## src/rtl/io_port_pkg.sv

```systemverilog
`timescale 1ns/1ps
// -----------------------------------------------------------------------------
// io_port_pkg
// Shared definitions for peripherals on the RISCuva1 I/O port bus:
// register offsets inside a peripheral's 4-address window, status and control
// bit positions, a packed status layout and a watermark helper.
// -----------------------------------------------------------------------------
package io_port_pkg;

    // Register offsets (portAddress[1:0]) inside the peripheral window.
    localparam logic [1:0] REG_DATA = 2'd0;
    localparam logic [1:0] REG_STAT = 2'd1;
    localparam logic [1:0] REG_WM   = 2'd2;

    // Status register bit positions.
    localparam int STAT_OVF     = 7;
    localparam int STAT_UNF     = 6;
    localparam int STAT_IE      = 5;
    localparam int STAT_FULL    = 4;
    localparam int STAT_CNT_LSB = 0;

    // Control register bit positions.
    localparam int CTL_IE    = 0;
    localparam int CTL_FLUSH = 1;
    localparam int CTL_CLR   = 7;

    // Status byte as seen by the core; field order matches the bit positions.
    typedef struct packed {
        logic       ovf;
        logic       unf;
        logic       ie;
        logic       full;
        logic [3:0] count;
    } status_t;

    // A programmed watermark of 0 behaves like 1.
    function automatic logic [3:0] effective_wm(input logic [3:0] wm);
        return (wm == 4'd0) ? 4'd1 : wm;
    endfunction

endpackage

```

## src/rtl/io_byte_fifo.sv

```systemverilog
`timescale 1ns/1ps
// -----------------------------------------------------------------------------
// io_byte_fifo
// Byte FIFO storage with wrapping pointers, an occupancy count and an
// asynchronous head read. Push is ignored when full, pop when empty, and
// flush overrides both in the same cycle.
//
// Ports:
//   clk, reset      rising-edge clock, synchronous active-high reset
//   push, push_data write push_data at the write pointer (if not full)
//   pop             advance the read pointer (if not empty)
//   flush           empty the FIFO, pointers back to 0
//   head            byte at the read pointer (stale when empty)
//   count           occupancy 0..DEPTH
//   full, empty     occupancy flags
// -----------------------------------------------------------------------------
module io_byte_fifo #(
    parameter int DEPTH = 8
) (
    input  logic       clk,
    input  logic       reset,
    input  logic       push,
    input  logic [7:0] push_data,
    input  logic       pop,
    input  logic       flush,
    output logic [7:0] head,
    output logic [3:0] count,
    output logic       full,
    output logic       empty
);
    localparam int AW = (DEPTH > 1) ? $clog2(DEPTH) : 1;

    logic [7:0]    mem [DEPTH];
    logic [AW-1:0] wr_ptr;
    logic [AW-1:0] rd_ptr;
    logic          do_push;
    logic          do_pop;

    assign full    = (count == 4'(DEPTH));
    assign empty   = (count == 4'd0);
    assign do_push = push & ~full & ~flush;
    assign do_pop  = pop & ~empty & ~flush;
    assign head    = mem[rd_ptr];

    // NOTE: the storage array is deliberately left out of reset; count and
    // pointers define which entries are valid, so resetting data adds nothing.
    always_ff @(posedge clk) begin
        if (do_push) begin
            mem[wr_ptr] <= push_data;
        end
    end

    // NOTE: all sequential state uses non-blocking assignments so every
    // register samples pre-edge values regardless of statement order.
    always_ff @(posedge clk) begin
        if (reset || flush) begin
            wr_ptr <= '0;
            rd_ptr <= '0;
            count  <= 4'd0;
        end else begin
            // Power-of-two depth: pointers wrap naturally modulo DEPTH.
            if (do_push) wr_ptr <= wr_ptr + AW'(1);
            if (do_pop)  rd_ptr <= rd_ptr + AW'(1);
            case ({do_push, do_pop})
                2'b10:   count <= count + 4'd1;
                2'b01:   count <= count - 4'd1;
                default: count <= count;
            endcase
        end
    end

endmodule

```

## src/rtl/io_rx_fifo.sv

```systemverilog
`timescale 1ns/1ps
// -----------------------------------------------------------------------------
// io_rx_fifo
// Byte-wide receive FIFO peripheral on the RISCuva1 I/O port bus. A producer
// pushes bytes through a valid/ready handshake; the core pops them by reading
// offset +0, reads status at +1, writes control at +1 and (optionally) the
// interrupt watermark at +2. intReq is a registered level request.
//
// Optional feature macro: IO_RX_FIFO_WATERMARK_EN
//   defined     - +2 register exists, intReq = ie & (count >= wm)
//   not defined - wm fixed at 1,      intReq = ie & ~empty
//
// Ports:
//   clk, reset   rising-edge clock, synchronous active-high reset
//   portAddress  core port address; window is BASE_ADDR..BASE_ADDR+3
//   portRead     core read strobe (a read of +0 pops)
//   portWrite    core write strobe
//   wrData       core write data
//   rdData       read data, 8'h00 when not selected (OR-combined bus)
//   intReq       level interrupt request
//   in_valid     producer has a byte
//   in_data      producer byte
//   in_ready     FIFO can accept (= ~full)
// -----------------------------------------------------------------------------
module io_rx_fifo
    import io_port_pkg::*;
#(
    parameter int         DEPTH     = 8,
    parameter logic [7:0] BASE_ADDR = 8'hE0
) (
    input  logic       clk,
    input  logic       reset,
    input  logic [7:0] portAddress,
    input  logic       portRead,
    input  logic       portWrite,
    input  logic [7:0] wrData,
    output logic [7:0] rdData,
    output logic       intReq,
    input  logic       in_valid,
    input  logic [7:0] in_data,
    output logic       in_ready
);
    logic       sel;
    logic [1:0] offset;
    logic       rd_data;
    logic       wr_ctl;
    logic       flush;
    logic       clr;
    logic       pop;
    logic       drop;
    logic       underflow;

    logic [7:0] head;
    logic [3:0] count;
    logic       full;
    logic       empty;

    logic       ovf;
    logic       unf;
    logic       ie;
    logic       level;
    status_t    status;
    logic       unused_wr_bits;

    // Window decode: BASE_ADDR is a multiple of 4, so the upper six bits
    // select the block and the lower two bits pick the register.
    assign sel       = (portAddress[7:2] == BASE_ADDR[7:2]);
    assign offset    = portAddress[1:0];
    assign rd_data   = portRead  & sel & (offset == REG_DATA);
    assign wr_ctl    = portWrite & sel & (offset == REG_STAT);
    assign flush     = wr_ctl & wrData[CTL_FLUSH];
    assign clr       = wr_ctl & wrData[CTL_CLR];

    // Pop is attempted on every data read; an empty read flags underflow.
    assign pop       = rd_data;
    assign underflow = rd_data & empty;
    // A byte offered while full is lost, unless a flush discards it anyway.
    assign drop      = in_valid & full & ~flush;
    assign in_ready  = ~full;

    // Control bits 6:2 are reserved.
    assign unused_wr_bits = ^wrData[6:2];

    io_byte_fifo #(
        .DEPTH (DEPTH)
    ) u_fifo (
        .clk       (clk),
        .reset     (reset),
        .push      (in_valid),
        .push_data (in_data),
        .pop       (pop),
        .flush     (flush),
        .head      (head),
        .count     (count),
        .full      (full),
        .empty     (empty)
    );

    // Sticky error flags: a new event in the same cycle as a clear wins.
    always_ff @(posedge clk) begin
        if (reset) begin
            ovf <= 1'b0;
            unf <= 1'b0;
            ie  <= 1'b0;
        end else begin
            if (clr)       ovf <= 1'b0;
            if (clr)       unf <= 1'b0;
            if (drop)      ovf <= 1'b1;
            if (underflow) unf <= 1'b1;
            if (wr_ctl)    ie  <= wrData[CTL_IE];
        end
    end

`ifdef IO_RX_FIFO_WATERMARK_EN
    logic       wr_wm;
    logic [3:0] wm;

    assign wr_wm = portWrite & sel & (offset == REG_WM);

    always_ff @(posedge clk) begin
        if (reset) begin
            wm <= 4'd1;
        end else if (wr_wm) begin
            wm <= wrData[3:0];
        end
    end

    // Watermarks above DEPTH can never be reached by count.
    assign level = (count >= effective_wm(wm));
`else
    assign level = ~empty;
`endif

    // Registered so intReq follows count/ie by one cycle.
    always_ff @(posedge clk) begin
        if (reset) begin
            intReq <= 1'b0;
        end else begin
            intReq <= ie & level;
        end
    end

    always_comb begin
        status.ovf   = ovf;
        status.unf   = unf;
        status.ie    = ie;
        status.full  = full;
        status.count = count;
    end

    // Combinational read path: the core captures dataIn on the same edge
    // that pops the head byte.
    always_comb begin
        // NOTE: default first, so every path through the block assigns
        // rdData and no latch is inferred.
        rdData = 8'h00;
        if (portRead && sel) begin
            case (offset)
                REG_DATA: rdData = empty ? 8'h00 : head;
                REG_STAT: rdData = status;
                default:  rdData = 8'h00;
            endcase
        end
    end

endmodule
```

## config.mk

```make
export PLATFORM = sky130hd
export DESIGN_NAME = io_rx_fifo
export DESIGN_NICKNAME = d
export VERILOG_FILES = /design/src/rtl/io_port_pkg.sv /design/src/rtl/io_byte_fifo.sv /design/src/rtl/io_rx_fifo.sv
export SDC_FILE = /design/constraint.sdc
export NUM_CORES = 1
export LEC_CHECK = 0
export ABC_AREA = 0
export ABC_CLOCK_PERIOD_IN_PS = 2700
export BUFFER_PORTS_ARGS = -buffer_cell sky130_fd_sc_hd__clkbuf_2
export CAP_MARGIN = 20
export CORE_UTILIZATION = 36
export DETAILED_ROUTE_END_ITERATION = 16
export MAX_ROUTING_LAYER = met4
export PLACE_DENSITY = 0.56
export SYNTH_ARGS = -nofsm -noshare
export SYNTH_HDL_FRONTEND = slang
export SYNTH_HIERARCHICAL = 1
export SYNTH_SLANG_ARGS = --single-unit
```

## constraint.sdc

```tcl
create_clock -name clk -period 2.7 [get_ports clk]
set_clock_uncertainty 0.15 [all_clocks]
set_input_delay 0.135 -clock clk [delete_from_list [all_inputs] [get_ports clk]]
set_output_delay 0.135 -clock clk [all_outputs]
set_load 0.05 [all_outputs]
```

==> out/results.tsv <==
stage	metric	value	unit
critical_path	crit_type	flip-flop to output pin	
sta	report.final.setup_viol	0	
pwr	vdd.ir_drop.worst	0.3367	mV
floorplan	dieArea	10120	µm²
detailed_routing	detail_route.wl_per_cell	15.82	µm
clocking	postCtsSetupRepairBufs	0	
pwr	p_leak	1.557	nW
clocking	clkSlewWorstSetupHoldPaths	0.08	ns
detailed_routing	dr.first_iter.drc_count	50	
critical_path	critPathMaxStageDelay	0.61	ns
final_layout	drive_gt1_share	30.90	%
detailed_routing	vias_per_cell	4.861	
sta	grt_setup_unrepaired	no	
floorplan	pin_count	39	
pwr	power_frac_seq	53.5	%
synthesis	post_synth_inst_count	216	
synthesis	syn_nets	250	
final_layout	final_cells	417	
critical_path	worst-path-stages	6	
critical_path	crit_path_cell_trace	buf_6 > mux4_1 > mux2_2 > a22oi_1 > nor2_1 > clkbuf_2	
critical_path	critPathBufInv	2	
floorplan	site_row_count	35	
sta	timing_limited_maximum_frequency	0.3937	GHz
critical_path	crit_path_max_fanout	16	
pwr	switchingPower	528.0	µW
sta	slew_violations	0	
sta	fin_tns_setup	0	ns
floorplan	chipHeight	100.6	µm
critical_path	cp-end-kind	output pin	
pwr	p_total	2.589	mW
detailed_routing	drt_pass1_iterations	4	
pwr	cellInternalPower	2.061	mW
sta	final_min_period_over_clock_period	94.08	%
synthesis	synth.yosys.seq_area_share	64.64	%
clocking	numCtsBuffers	9	
detailed_routing	routed_wirelength	6597	µm
global_routing	grt_max_degree	17	
detailed_routing	num_vias	2027	
placement	dpl.cell_count	391	
critical_path	cp-start-kind	flip-flop	
pwr	clkPwrFrac	40.4	%
worst_hold_path	worst_hold_path.num_cells	3	
synthesis	ys_ff_latch	81	
critical_path	cp_top_family	multiplexers	
placement	rd_place_congestion	0.7703	
synthesis	netlist-cell-type-count	39	
sta	tightestPinTransition	0.9201	ns
global_routing	grt_first_pass_wirelength	10430	µm
global_routing	grt_antenna_before_repair	0	
clocking	tritoncts	yes	
clocking	cts-htree-levels	3	
floorplan	initial_core_util	37.52	%
sta	maxSlewHeadroom	38.44	%
placement	place_hpwl	4520	µm
clocking	cts.sink_count	81	
run_status	status	completed	
floorplan	die_w	100.6	µm
sta	timing_hold_violations_final	0	
critical_path	critical_path.slowest_cell	mux4_1	
clocking	clk-insertion-delay-late	0.34	ns
global_routing	overflow	0	
synthesis	async_reset_ff_share	0	%
flow_run	maxCapViolations	0	
final_layout	area.growth.synth_to_final	22.49	%
clocking	ctsLongestPathBuffers	2	
synthesis	synth.yosys.warnings	6	
synthesis	synth_enable_flop_cells	64	
synthesis	ys.flop_type	edfxtp_1	
sta	finalCriticalPeriod	2.540	ns
pwr	switching_share	20.39	%
floorplan	placeableCoreArea	9328	µm²
critical_path	worstPathArrival	2.26	ns
critical_path	r2r.worst_path.cells	10	
clocking	clockRootBuffer	clkbuf_8	
global_routing	first_global_vias	2022	
detailed_routing	final_antenna_net_count	0	
critical_path	required	2.41	ns
placement	numPortBuffers	33	
global_routing	track_usage	14.91	%
synthesis	syn_area_per_cell	16.20	µm²
final_layout	num-nets-final	318	
pwr	power_density	604.1	nW/µm²
pwr	pwr-share-comb	6.1	%
synthesis	synth_area	3500	µm²
worst_hold_path	min_path_type	input port to flip-flop	
final_layout	diodes	0	
detailed_routing	drc	0	
-- routing by layer --
metal	vias to the layer above	wire length, µm	track usage [%]
met5	-	0	-
met3	9	168	3.606
li1	983	-	-
met2	44	3256	23.60
met1	991	3066	18.61
met4	0	105	5.686
-- Yosys cell counts (all sizes together), types with 3 or more instances --
| master | n | area, µm² |
|---|---|---|
| a22oi | 8 | 60.06 |
| nor2 | 26 | 97.59 |
| buf | 6 | 56.30 |
| nand2 | 5 | 21.27 |
| nand2b | 4 | 25.02 |
| mux4 | 16 | 416.7 |
| dfxtp | 17 | 340.3 |
| mux2 | 8 | 90.09 |
| xor2 | 6 | 52.55 |
| ha | 5 | 62.56 |
| edfxtp | 64 | 1922 |
| nand3 | 3 | 15.01 |
| inv | 9 | 33.78 |
| clkbuf | 3 | 11.26 |
| or3 | 5 | 36.28 |
| a21oi | 5 | 25.02 |
| nand4b | 3 | 26.28 |
-- cells in the final DEF (no fill, tap or decap), types with 2 or more instances in the layout --
| cell type | synthesis | final |
|---|---|---|
| a21oi_1 | 5 | 5 |
| a22oi_1 | 8 | 8 |
| buf_4 | 0 | 21 |
| bufinv_16 | 0 | 3 |
| clkbuf_2 | 0 | 33 |
| clkbuf_8 | 0 | 9 |
| dfxtp_1 | 17 | 17 |
| dlygate4sd3_1 | 0 | 11 |
| edfxtp_1 | 64 | 64 |
| ha_1 | 5 | 4 |
| inv_1 | 9 | 9 |
| mux2_2 | 8 | 8 |
| mux2i_1 | 2 | 2 |
| mux4_1 | 15 | 15 |
| nand2_1 | 4 | 4 |
| nand2b_1 | 4 | 4 |
| nand3_1 | 3 | 3 |
| nand4b_1 | 3 | 3 |
| nor2_1 | 26 | 25 |
| nor3_1 | 2 | 2 |
| nor4_1 | 2 | 2 |
| o21ai_0 | 2 | 2 |
| o311ai_0 | 2 | 2 |
| o31ai_1 | 2 | 2 |
| or2_2 | 2 | 2 |
| or3_1 | 4 | 4 |
| xor2_1 | 6 | 6 |
-- path summary, 6_finish.rpt --
check | start | endpoint | slack (ns)
setup / recovery | flip-flop | rdData[1] | 0.16
setup reg to reg | u_fifo/count[0] | u_fifo/count[2] | 0.21
hold reg to reg | ie | intReq | 0.35
hold / removal | portAddress[0] | unf | 0.05
-- power by group through the flow --
| stage | sequential, mW | combinational [mW] | clock (mW) |
|---|---|---|---|
| global placement | 1.41 | 0.146 | 0 |
| finish | 1.38 | 0.158 | 1.05 |
| floorplan | 1.41 | 0.0758 | 0 |
| CTS | 1.38 | 0.160 | 1.08 |
| global route | 1.39 | 0.176 | 1.13 |
| detailed placement | 1.41 | 0.148 | 0 |
-- per-stage QoR --
step / worst slack [ns] / hold slack (ns) / util (%) / instance area, µm²
after global placement: 0.002597 / 0.2409 / 42.17 / 3934
after CTS: 0.05030 / 0.03795 / 45.92 / 4283
after floorplan: 0.005226 / 0.05407 / - / 3510
after global routing: 0.01084 / 0.05412 / 45.96 / 4287
after detailed placement: -0.02773 / 0.2467 / 42.17 / 3934
final: 0.1598 / 0.04680 / 45.96 / 4287
-- worst min-delay path, stage by stage --
cell      delay, ns
clkbuf_2       0.09
buf_4          0.19
o41ai_2        0.09
-- cell families (layout without fill, tap and decap cells) --
logic type	after synthesis	after routing	share of synthesized area, %
XOR/XNOR	7	7	1.752
AND/OR/NAND/NOR	56	56	8.330
adder cells (fa/ha/maj)	5	5	1.788
AO/OA/AOI/OAI	23	23	5.542
flip-flops	81	81	64.64
multiplexers	26	26	15.05
buffers and inverters	18	90	2.896
-- registers in the layout, indices dropped and copies added (netlist names), named ones only --
register and flops:
ie 1, intReq 1, ovf 1, u_fifo/count 4, u_fifo/mem 64, u_fifo/rd_ptr 3, u_fifo/wr_ptr 3, unf 1
-- layout make-up --
cell class	instances	area, µm²
clock buffers	9	123.9
inverters	9	33.78
multi-input cells	117	1146
flip-flops and latches	81	2262
clock inverters	6	115.1
well taps	129	161.4
fillers	840	5041
repair buffers	66	444.2
-- what timing repair did --
item	CTS	global route
hold buffers	11	0
setup endpoints to repair	0	6
gates resized for setup	0	1
hold endpoints to repair	68	0
No activity file was read; power rests on OpenSTA's default activity.
